File: config.mk
export PLATFORM = sky130hd
export DESIGN_NAME = lsu_ctrl
export DESIGN_NICKNAME = d
export VERILOG_FILES = /design/src/rtl/lsu_ctrl.sv
export SDC_FILE = /design/constraint.sdc
export NUM_CORES = 1
export LEC_CHECK = 0
export CAP_MARGIN = 40
export CORE_MARGIN = 8
export CORE_UTILIZATION = 48
export DETAILED_ROUTE_END_ITERATION = 16
export GPL_TIMING_DRIVEN = 0
export PLACE_DENSITY_LB_ADDON = 0.3
export SLEW_MARGIN = 20
export SYNTH_ARGS = -nofsm -noshare
export SYNTH_HDL_FRONTEND = slang
export SYNTH_SLANG_ARGS = --single-unit
File: constraint.sdc
create_clock -name clk -period 5.37 [get_ports clk]
set_clock_uncertainty 0.2 [all_clocks]
set_input_delay 1.3425 -clock clk [delete_from_list [all_inputs] [get_ports clk]]
set_output_delay 1.3425 -clock clk [all_outputs]
set_load 0.05 [all_outputs]
File: src/rtl/lsu_ctrl.sv
// lsu_ctrl: load/store control stage between execute and data memory.
// Accepts one RV32I load/store per handshake, drives a byte-addressed memory
// port with unsigned ops only, sign/zero-extends load data itself and reports
// faults (illegal funct3, out-of-range access, unsplit misalignment).
// Optional feature macro: LSU_MISALIGN_SPLIT_EN -- when defined, misaligned
// H/W accesses are carried out as a sequence of byte accesses instead of faulting.
module lsu_ctrl #(
   parameter int DEPTH = 2048,
   parameter int AW    = 32
) (
   input  logic          clk,
   input  logic          rst_n,
   input  logic          req_valid,
   output logic          req_ready,
   input  logic          req_we,
   input  logic [2:0]    req_funct3,
   input  logic [AW-1:0] req_addr,
   input  logic [31:0]   req_wdata,
   output logic          mem_en,
   output logic          mem_wr,
   output logic [2:0]    mem_op,
   output logic [AW-1:0] mem_addr,
   output logic [31:0]   mem_wdata,
   input  logic [31:0]   mem_rdata,
   output logic          rsp_valid,
   input  logic          rsp_ready,
   output logic [31:0]   rsp_rdata,
   output logic          rsp_err
);

`ifdef LSU_MISALIGN_SPLIT_EN
   typedef enum logic [2:0] {
      ST_IDLE    = 3'd0,
      ST_ACCESS  = 3'd1,
      ST_WAIT    = 3'd2,
      ST_RESP    = 3'd3,
      ST_S_ISSUE = 3'd4,
      ST_S_CAP   = 3'd5
   } state_t;
`else
   typedef enum logic [2:0] {
      ST_IDLE    = 3'd0,
      ST_ACCESS  = 3'd1,
      ST_WAIT    = 3'd2,
      ST_RESP    = 3'd3
   } state_t;
`endif

   // Range limit widened by one bit so addr+size-1 never wraps.
   localparam logic [AW:0] DEPTH_W = (AW+1)'(DEPTH);

   state_t          state_r;
   logic            we_r;
   logic [2:0]      funct3_r;
   logic [AW-1:0]   addr_r;
   logic [31:0]     wdata_r;
   logic [31:0]     rsp_rdata_r;
   logic            rsp_err_r;

   logic [2:0]      size_m1_s;
   logic [AW:0]     end_s;
   logic            illegal_s;
   logic            range_s;
   logic            misalign_s;
   logic [2:0]      op_s;
   logic            acc_s;
   logic            issue_s;
   logic [AW-1:0]   sp_addr_s;
   logic [31:0]     sp_wdata_s;

`ifdef LSU_MISALIGN_SPLIT_EN
   logic [1:0]      idx_r;
   logic [31:0]     buf_r;
   logic [1:0]      last_idx_s;
   logic [7:0]      wbyte_s;
   logic [31:0]     cap_s;
`endif

   // Sign or zero extend a right-justified load value according to funct3.
   function automatic logic [31:0] extend_load(input logic [2:0] f3, input logic [31:0] d);
      logic [31:0] r;
      case (f3)
         3'b000:  r = {{24{d[7]}}, d[7:0]};
         3'b001:  r = {{16{d[15]}}, d[15:0]};
         3'b100:  r = {24'h000000, d[7:0]};
         3'b101:  r = {16'h0000, d[15:0]};
         default: r = d;
      endcase
      return r;
   endfunction

   // Access size minus one for the incoming request (0, 1 or 3 bytes).
   always_comb begin
      size_m1_s = 3'd3;
      case (req_funct3[1:0])
         2'b00:   size_m1_s = 3'd0;
         2'b01:   size_m1_s = 3'd1;
         2'b10:   size_m1_s = 3'd3;
         default: size_m1_s = 3'd3;
      endcase
   end

   // Stores only know B/H/W; loads additionally know BU/HU.
   assign illegal_s  = (req_funct3[1:0] == 2'b11) || (req_funct3 == 3'b110) ||
                       (req_we && req_funct3[2]);
   assign end_s      = {1'b0, req_addr} + {{(AW-2){1'b0}}, size_m1_s};
   assign range_s    = (end_s >= DEPTH_W);
   assign misalign_s = ((req_funct3[1:0] == 2'b10) && (req_addr[1:0] != 2'b00)) ||
                       ((req_funct3[1:0] == 2'b01) && req_addr[0]);

   // Memory op for an aligned access: always the unsigned flavour of the size.
   always_comb begin
      op_s = 3'b100;
      case (funct3_r[1:0])
         2'b00:   op_s = 3'b000;
         2'b01:   op_s = 3'b010;
         default: op_s = 3'b100;
      endcase
   end

`ifdef LSU_MISALIGN_SPLIT_EN
   assign last_idx_s = (funct3_r[1:0] == 2'b01) ? 2'd1 : 2'd3;

   // Pick the store byte for the current split index.
   always_comb begin
      wbyte_s = wdata_r[7:0];
      case (idx_r)
         2'd0:    wbyte_s = wdata_r[7:0];
         2'd1:    wbyte_s = wdata_r[15:8];
         2'd2:    wbyte_s = wdata_r[23:16];
         2'd3:    wbyte_s = wdata_r[31:24];
         default: wbyte_s = wdata_r[7:0];
      endcase
   end

   // Merge the returned byte into the load assembly buffer at the current index.
   always_comb begin
      cap_s = buf_r;
      case (idx_r)
         2'd0:    cap_s[7:0]   = mem_rdata[7:0];
         2'd1:    cap_s[15:8]  = mem_rdata[7:0];
         2'd2:    cap_s[23:16] = mem_rdata[7:0];
         2'd3:    cap_s[31:24] = mem_rdata[7:0];
         default: cap_s = buf_r;
      endcase
   end

   assign issue_s    = (state_r == ST_S_ISSUE);
   assign sp_addr_s  = addr_r + {{(AW-2){1'b0}}, idx_r};
   assign sp_wdata_s = {24'h000000, wbyte_s};
`else
   assign issue_s    = 1'b0;
   assign sp_addr_s  = {AW{1'b0}};
   assign sp_wdata_s = 32'h00000000;
`endif

   // Memory strobes decode straight from the state register so that an
   // asynchronous reset removes them in the same cycle.
   assign acc_s     = (state_r == ST_ACCESS);
   assign mem_en    = acc_s | issue_s;
   assign mem_wr    = mem_en & we_r;
   assign mem_op    = acc_s ? op_s : 3'b000;
   assign mem_addr  = acc_s ? addr_r  : (issue_s ? sp_addr_s  : {AW{1'b0}});
   assign mem_wdata = acc_s ? wdata_r : (issue_s ? sp_wdata_s : 32'h00000000);

   assign req_ready = (state_r == ST_IDLE);
   assign rsp_valid = (state_r == ST_RESP);
   assign rsp_rdata = rsp_rdata_r;
   assign rsp_err   = rsp_err_r;

   // Request sequencing FSM with registered response data/error.
   always_ff @(posedge clk or negedge rst_n) begin
      if (!rst_n) begin
         state_r     <= ST_IDLE;
         we_r        <= 1'b0;
         funct3_r    <= 3'b000;
         addr_r      <= {AW{1'b0}};
         wdata_r     <= 32'h00000000;
         rsp_rdata_r <= 32'h00000000;
         rsp_err_r   <= 1'b0;
`ifdef LSU_MISALIGN_SPLIT_EN
         idx_r       <= 2'd0;
         buf_r       <= 32'h00000000;
`endif
      end else begin
         case (state_r)
            ST_IDLE: begin
               if (req_valid) begin
                  we_r     <= req_we;
                  funct3_r <= req_funct3;
                  addr_r   <= req_addr;
                  wdata_r  <= req_wdata;
                  if (illegal_s || range_s) begin
                     rsp_rdata_r <= 32'h00000000;
                     rsp_err_r   <= 1'b1;
                     state_r     <= ST_RESP;
                  end else if (misalign_s) begin
`ifdef LSU_MISALIGN_SPLIT_EN
                     idx_r   <= 2'd0;
                     buf_r   <= 32'h00000000;
                     state_r <= ST_S_ISSUE;
`else
                     rsp_rdata_r <= 32'h00000000;
                     rsp_err_r   <= 1'b1;
                     state_r     <= ST_RESP;
`endif
                  end else begin
                     state_r <= ST_ACCESS;
                  end
               end
            end
            ST_ACCESS: begin
               if (we_r) begin
                  rsp_rdata_r <= 32'h00000000;
                  rsp_err_r   <= 1'b0;
                  state_r     <= ST_RESP;
               end else begin
                  state_r <= ST_WAIT;
               end
            end
            ST_WAIT: begin
               rsp_rdata_r <= extend_load(funct3_r, mem_rdata);
               rsp_err_r   <= 1'b0;
               state_r     <= ST_RESP;
            end
`ifdef LSU_MISALIGN_SPLIT_EN
            ST_S_ISSUE: begin
               state_r <= ST_S_CAP;
            end
            ST_S_CAP: begin
               if (!we_r) begin
                  buf_r <= cap_s;
               end
               if (idx_r == last_idx_s) begin
                  rsp_rdata_r <= we_r ? 32'h00000000 : extend_load(funct3_r, cap_s);
                  rsp_err_r   <= 1'b0;
                  state_r     <= ST_RESP;
               end else begin
                  idx_r   <= idx_r + 2'd1;
                  state_r <= ST_S_ISSUE;
               end
            end
`endif
            ST_RESP: begin
               if (rsp_ready) begin
                  rsp_rdata_r <= 32'h00000000;
                  rsp_err_r   <= 1'b0;
                  state_r     <= ST_IDLE;
               end
            end
            default: begin
               state_r <= ST_IDLE;
            end
         endcase
      end
   end

endmodule

---- Yosys cells after proc, flatten, opt, wreduce, memory -nomap -nowiden ----
Index checks and enable logic that the tools add are counted.
word-level totals
  bits in registers ....................... 104
  bits of input ports ..................... 104
  output and inout bits ................... 104
  logic and storage cells ................. 65
cells by class
  add/subtract/negate cells ............... 1
  order comparisons ....................... 1
  eq/ne operators ......................... 15
  mux-type cells .......................... 24
  bitwise logic cells ..................... 1
  reduce and logical (&&, ||, !) cells .... 16
operators by type and width
  kind                    count
  $pmux W32 S4            2
  $mux W32                7
  $add A32 B3 Y33         1
  $ge A33 B12 Y1 const B  1
  $pmux W3 S4             1
  $eq A3 B3 Y1 const B    3
  $mux W3                 3
  $eq A3 B1 Y1 const B    2
  $eq A3 B2 Y1 const B    2
  $logic_not A3 Y1        2
  $mux W1                 6
  $pmux W3 S2             1
  $reduce_and A5 Y1       1
  $eq A2 B1 Y1 const B    2
  $eq A2 B2 Y1 const B    2
  $logic_not A2 Y1        2
  $logic_or A1 B1 Y1      4
  $mux W2                 2
  $ne A2 B1 Y1 const B    2
  $pmux W1 S4             1
  $pmux W2 S2             1
  $reduce_and A2 Y1       2
  $reduce_bool A4 Y1      1
  $logic_and A1 B1 Y1     3
  4 further kinds         4

---- Depth between registers and ports, before layout ----
Gate-level depths: netlist of the first run.
  depth in word-level cells ............... 8
  depth in mapped cells ................... 13
  mapped depth without buffers ............ 11

---- Worst setup path before layout of the first run ----
Ideal clock, no wire load.
  path type ............................... input-to-reg
  from .................................... input req_funct3[0]
  to ...................................... register rsp_rdata_r[10], in the netlist rsp_rdata[10]
  library setup time ...................... 125 ps
  arrival time ............................ 4059 ps
  data required time ...................... 5045 ps
  setup slack ............................. 985 ps
  cell stages on the path ................. 13
  path buffers ............................ 2
  cell sequence ........................... or2_2 ha_1 fa_1 nand4_1 nor3_1 nand3_1 mux2_2 a2111oi_2 nand4_1 o21a_1 buf_6 buf_6 mux2_4
between the ends
  word-level cells in the longest chain between the ends .. 8
ends and longest elaborated chain
  what                                                     RTL line  source
  from (decl)                                              16        input logic [2:0] req_funct3,
  $eq A2 B1 Y1 / $logic_not A2 Y1 (equally long branches)  95, 109
  $pmux W2 S2                                              95        case (req_funct3[1:0])
  $add A32 B3 Y33                                          106       assign end_s = {1'b0, req_addr} + {{(AW-2){1'b0}}, size_m1_s};
  $ge A33 B12 Y1                                           107       assign range_s = (end_s >= DEPTH_W);
  $logic_or A1 B1 Y1                                       193       if (illegal_s || range_s) begin
  $mux W32                                                 193
  $mux W32                                                 188       if (req_valid) begin
  $pmux W32 S4                                             186       case (state_r)
  to (signal assigned)                                     222       rsp_rdata_r <= extend_load(funct3_r, mem_rdata);
  to (decl)                                                57        logic [31:0] rsp_rdata_r;
Several ways; a longest one is shown, not always the timed one. The select of a mux whose other input is x is not followed.
A chain may end at the register's enable or synchronous reset.

---- Worst setup path after layout of the first run ----
  from .................................... input req_funct3[1]
  to ...................................... register rsp_rdata_r[24], in the netlist rsp_rdata[24]
The elaborated chain is that of the path after synthesis.

==> key figures, run 1 <==
Job
  – Max cap viols: 0

CTS
  – Clock root buffer: clkbuf_16
  – TritonCTS clock tree: done
  – Worst-Skew Late Latency: 0.33 ns
  – Clock slew at reported path FFs: 0.06 ns
  – CTS Hold Bufs: 0
  – Sink Count: 103
  – # Post-CTS Setup Buffers: 0
  – # H-tree levels: 3
  – CTS Buf Count: 9
  – PostCTS Resize Cnt: 0
  – Clock Tree Buf Depth: 2

Floorplan
  – Core area: 11300 um^2
  – Die area: 15200 um^2
  – Initial core utilization: 0.486
  – Chip Height: 123 um
  – Die Wd: 123 um
  – Io pins: 208
  – Row count: 39

Pwr
  – Lkg Pwr: 3.39 nW
  – Gate power share: 0.601
  – PD cells: 594 nW/um^2
  – Internal Power: 0.00265 W
  – NetSw: 0.00212 W
  – Register share of total power: 0.273
  – Worst vdd ir: 362 uV
  – Clk pwr share: 0.126
  – Sw frac: 0.444

Setup path
  – CP startpoint kind: input pin
  – Critical path's slowest cell: clkdlybuf4s50_1
  – Critical path fanouts, max: 10
  – Sequence of cells on the critical path: clkdlybuf4s50_1 > or2_2 > ha_1 > fa_1 > nand4_1 > nor3_1 > nand3_1 > mux2_2 > a2111oi_2 > nand4_1 > o21a_1 > buf_6 > buf_6 > mux2_4
  – Crit path kind: in2reg
  – Worst path max stage delay: 0.52 ns
  – Worst EP arrival: 4.99 ns
  – Critical R2R Capture: rsp_rdata[24]
  – CP Capture Point: rsp_rdata[24]
  – WP data required: 5.39 ns
  – Crit path launch: req_funct3[1]
  – Worst reg2reg path startpoint: state_r[0]
  – Flop-to-flop setup slack: 2.90 ns
  – R2R cell count: 11
  – Crit end category: register

Logic synthesis
  – Syn avg cell area: 11.1 um^2
  – Synth warn: 0
  – Syn Std Cell Area: 5510 um^2
  – Post-synthesis sequential area ratio: 0.468
  – Async SR Flop Fraction: 1.00
  – Post-Synthesis Cells: 496
  – Most common flop cell mapped by yosys: dfrtp_1
  – Most frequent cell after synthesis: dfrtp_1
  – Syn nets: 607
  – Synth top cells by count: dfrtp_1, and2_1, mux2_2
  – Yosys top cell area share: 0.468
  – Synth cell types: 50
  – Top post-synthesis cells by area: dfrtp_1, mux2_2, and2_1
  – Synth Register Bits: 103
  – Largest area contributor in the netlist: dfrtp_1
  – Number of synthesized flops with an enable pin: 0

Route
  – Vias per Instance: 5.30
  – Drt wl/cell: 18.3 um
  – TritonRoute pass-1 iters: 5
  – DR iter-0 viols: 244
  – Total wire length: 15.7 mm
  – Remaining DRCs: 0
  – Vias: 4559
  – Routed Antenna Nets: 0

Cells and area
  – Fin cells: 860
  – # diodes: 0
  – Layout cells sized above 1: 0.172
  – Synthesis-to-finish area growth: 45.9%
  – Layout net count: 824
  – Finished Cell Area: 8030 um^2

Placement
  – Port Buffers: 205
  – GP Congestion: 0.832
  – DP Wirelength: 12.4 mm
  – Placed insts: 845
  – Pre-CTS WS: 0.0260 ns
  – DP Area: 7770 um^2

Timing
  – Least-Margin Pin Slew: 0.717 ns
  – Final Max Slew Viols: 0
  – Final setup vio count: 0
  – Fin Setup TNS: 0 ns
  – Relative slew slack: 0.518
  – RSZ-0062 raised after global routing: false
  – Min Clock Period, post-route: 4.97 ns
  – Setup ws final: 0.400 ns
  – Final worst hold slack: 0.283 ns
  – Fin. Hold Viols: 0
  – Final period util: 0.925
  – Fmax: 201 MHz

GRT
  – Largest net degree at the start of global routing: 56
  – Initial antenna violation count: 0
  – Global-route usage over all layers: 0.204
  – First-pass GRT wire length: 24.6 mm
  – Number of global-route vias before repair: 4739
  – Overflow after GRT: 0

Hold path
  – Min-Delay Path Class: reg2reg

Status
  – Status: complete, no violations
==> critical path, delay by kind of cell <==
family          cells  cell delay (ns)
mux                 2             0.65
simple gates        5             0.99
compound gates      2             0.53
fa+ha+maj           2             0.67
buf+inv             3             0.80
==> flip-flops by register name, summed over array words and instances (netlist names) <==
name	count
addr_r	32
rsp_rdata	32
wdata_r	32
funct3_r	3
state_r	2
rsp_err	1
we_r	1
==> cells in the final DEF, fill, tap and decap left out, drive strengths merged, types with 4 or more instances in the layout <==
cell type / Yosys / final
clkdlybuf4s50: 0 / 204
o21ai: 15 / 15
buf: 10 / 12
o22ai: 4 / 4
dfrtp: 103 / 103
nor2: 11 / 11
nor4: 6 / 6
clkbuf: 19 / 32
nand4: 7 / 7
a21oi: 22 / 22
inv: 31 / 32
mux2i: 14 / 14
nand2: 23 / 23
or2: 4 / 4
nor3: 8 / 8
mux2: 90 / 90
ha: 6 / 6
a21boi: 8 / 8
nand3: 12 / 12
and2: 69 / 69
==> through the flow <==
stage	power, W	utilization
final	0.00477	0.710
after global routing	0.00502	0.710
after CTS	0.00482	0.710
after detailed placement	0.00420	0.686
after global placement	0.00412	0.683
after floorplan	0.00331	-
==> power groups by stage <==
stage               Sequential (W)  Combinational [W]  Clock, W
global route               0.00134            0.00303  0.000647
global placement           0.00129            0.00282         0
floorplan                  0.00153            0.00178         0
finish                     0.00130            0.00287  0.000601
CTS                        0.00130            0.00290  0.000616
detailed placement         0.00131            0.00288         0
==> cell families after synthesis <==
kind of cell             share of synthesized area
flip-flops                                   0.468
XOR/XNOR                                   0.00477
AND/OR/NAND/NOR                              0.166
multiplexers                                 0.224
AO/OA/AOI/OAI                               0.0709
adder cells (fa/ha/maj)                     0.0173
buffers and inverters                       0.0475
other                                     0.000681
==> per-layer routing <==
layer | GRT usage | vias up | part of all wire
met4 | 0.0594 | 0 | 0.019
li1 | - | 2149 | -
met2 | 0.358 | 164 | 0.50
met5 | 0 | - | 0
met1 | 0.241 | 2224 | 0.40
met3 | 0.0553 | 22 | 0.080
==> how the worst min path moves through the flow <==
stage | startpoint | end | cells past startpoint
final | addr_r[23] | addr_r[23] | 2
after global routing | wdata_r[0] | wdata_r[0] | 1
after CTS | addr_r[23] | addr_r[23] | 2
after detailed placement | addr_r[23] | addr_r[23] | 2
after global placement | addr_r[23] | addr_r[23] | 2
after floorplan | addr_r[19] | addr_r[19] | 2
==> layout make-up <==
type                       instances  area [um^2]
tap                              143          179
multi-input combinational        333         2670
buffer                            29          145
inverter                          31          116
clock inverter                     2         16.3
sequential                       103         2580
timing repair buffer             206         2080
clock buffer                      13          250
fill                             854         3290
Note: power is estimated with default switching activity, not from simulation.
==> inputs of run 2 (changes only) <==
PLACE_DENSITY = 0.86   (was unset)
PLACE_DENSITY_LB_ADDON = unset   (was 0.3)
==> key figures, run 2 (same netlist as run 1, synthesis figures left out) <==
Setup path
  – R2R cell count: 11
  – Worst reg2reg path startpoint: state_r[0]
  – Crit end category: register
  – CP Capture Point: rsp_rdata[26]
  – Worst EP arrival: 5.07 ns
  – Crit path kind: in2reg
  – CP startpoint kind: input pin
  – Flop-to-flop setup slack: 2.90 ns
  – Crit path launch: req_funct3[1]
  – Critical R2R Capture: rsp_rdata[26]
  – Critical path fanouts, max: 10
  – WP data required: 5.39 ns

Timing
  – Final period util: 0.940
  – Final Max Slew Viols: 0
  – Final setup vio count: 0
  – Fmax: 198 MHz
  – Relative slew slack: 0.571
  – Least-Margin Pin Slew: 0.638 ns
  – RSZ-0062 raised after global routing: false
  – Fin. Hold Viols: 0
  – Min Clock Period, post-route: 5.05 ns

CTS
  – Clock slew at reported path FFs: 0.07 ns
  – PostCTS Resize Cnt: 0
  – # Post-CTS Setup Buffers: 0
  – # H-tree levels: 3
  – CTS Buf Count: 9
  – Clock Tree Buf Depth: 2
  – Sink Count: 103
  – Clock root buffer: clkbuf_16
  – CTS Hold Bufs: 0
  – Worst-Skew Late Latency: 0.34 ns
  – TritonCTS clock tree: done

Pwr
  – Sw frac: 0.439
  – Internal Power: 0.00276 W
  – Worst vdd ir: 435 uV
  – Register share of total power: 0.265
  – PD cells: 607 nW/um^2
  – Lkg Pwr: 3.42 nW
  – Gate power share: 0.589
  – Clk pwr share: 0.146
  – NetSw: 0.00216 W

Placement
  – Placed insts: 845
  – DP Wirelength: 12.8 mm
  – Port Buffers: 205
  – DP Area: 7770 um^2
  – GP Congestion: 0.878

Floorplan
  – Initial core utilization: 0.486
  – Chip Height: 123 um
  – Core area: 11300 um^2
  – Die area: 15200 um^2
  – Io pins: 208
  – Row count: 39
  – Die Wd: 123 um

GRT
  – Number of global-route vias before repair: 4877
  – Initial antenna violation count: 0
  – Largest net degree at the start of global routing: 57
  – Overflow after GRT: 0
  – Global-route usage over all layers: 0.213
  – First-pass GRT wire length: 25.5 mm

Job
  – Max cap viols: 0

Cells and area
  – # diodes: 0
  – Commonest non-fill, non-tap cell in the layout: clkdlybuf4s50_1
  – Fin cells: 860
  – Finished Cell Area: 8100 um^2
  – Final Util: 0.715
  – Filler cells: 817
  – Layout cells sized above 1: 0.176
  – Most frequent cells in the layout: clkdlybuf4s50_1, dfrtp_1, and2_1
  – Layout net count: 824
  – Synthesis-to-finish area growth: 47.0%

Route
  – Routed Antenna Nets: 0
  – Remaining DRCs: 0
  – Vias: 4577
  – TritonRoute pass-1 iters: 4
  – Drt wl/cell: 18.8 um
  – DR iter-0 viols: 378
  – Vias per Instance: 5.32
  – Total wire length: 16.2 mm

Hold path
  – Min-Delay Path Class: reg2reg

Status
  – Status: complete, no violations
## run 2: cell types whose count changed in the layout (fill, tap and decap cells not counted), sizes merged
cell and change:
bufinv +2, clkbuf -2
## run 2: final cells by class
type,count,area (um^2),share of cell area
buffer,29,145,0.0179
clock buffer,11,253,0.0312
clock inverter,4,76.3,0.00943
inverter,31,116,0.0144
multi-input combinational,333,2670,0.330
sequential,103,2580,0.318
tap,143,179,0.0221
timing repair buffer,206,2080,0.257
## run 2: power by group through the flow
stage,Sequential (W),Combinational (W),Clock (W)
6_report,0.00130,0.00289,0.000718
5_1_grt,0.00134,0.00306,0.000766
4_1_cts,0.00130,0.00292,0.000733
3_5_place_dp,0.00132,0.00291,0
3_3_place_gp,0.00129,0.00284,0
2_1_floorplan,0.00153,0.00178,0
## run 2: worst min path at each step
stage                start     endpoint  slack (ns)  depth (start not counted)
6_report        addr_r[23]   addr_r[23]        0.28                          2
5_1_grt        wdata_r[15]  wdata_r[15]        0.31                          1
4_1_cts         addr_r[19]   addr_r[19]        0.28                          2
3_5_place_dp    addr_r[19]   addr_r[19]        0.26                          2
3_3_place_gp    addr_r[19]   addr_r[19]        0.26                          2
2_1_floorplan   addr_r[19]   addr_r[19]        0.24                          2
## run 2: through the flow
| step | setup TNS (ns) | setup slack [ns] | power [W] | hold WS [ns] |
|---|---|---|---|---|
| 2_1_floorplan | 0 | 0.985 | 0.00331 | 0.242 |
| 3_3_place_gp | -104.74 | -1.02 | 0.00413 | 0.257 |
| 3_5_place_dp | -0.138 | -0.0141 | 0.00422 | 0.264 |
| 4_1_cts | 0 | 0.334 | 0.00495 | 0.279 |
| 5_1_grt | 0 | 0.00621 | 0.00517 | 0.307 |
| 6_report | 0 | 0.321 | 0.00491 | 0.277 |
## run 2: worst max-delay path: stages
cell	delay [ns]
clkdlybuf4s50_1	0.55
or2_2	0.34
ha_1	0.22
fa_1	0.46
nand4_1	0.20
nor3_1	0.12
nand3_1	0.09
mux2_2	0.34
a2111oi_2	0.29
nand4_1	0.27
o21a_1	0.26
buf_6	0.13
buf_6	0.15
mux2_4	0.31
## run 2: metal layers
| layer | up-vias | share of wire | wire length (um) | track usage |
|---|---|---|---|---|
| li1 | 2141 | - | - | - |
| met3 | 35 | 0.091 | 1470 | 0.0553 |
| met2 | 200 | 0.48 | 7840 | 0.363 |
| met1 | 2201 | 0.39 | 6390 | 0.249 |
| met4 | 0 | 0.030 | 483 | 0.0948 |
| met5 | - | 0 | 0 | 0 |
==> inputs of run 3 (changes only) <==
GPL_ROUTABILITY_DRIVEN = 0   (was unset)
==> results of run 3 <==
The final DEF is identical to that of run 2; final timing and power are the same.
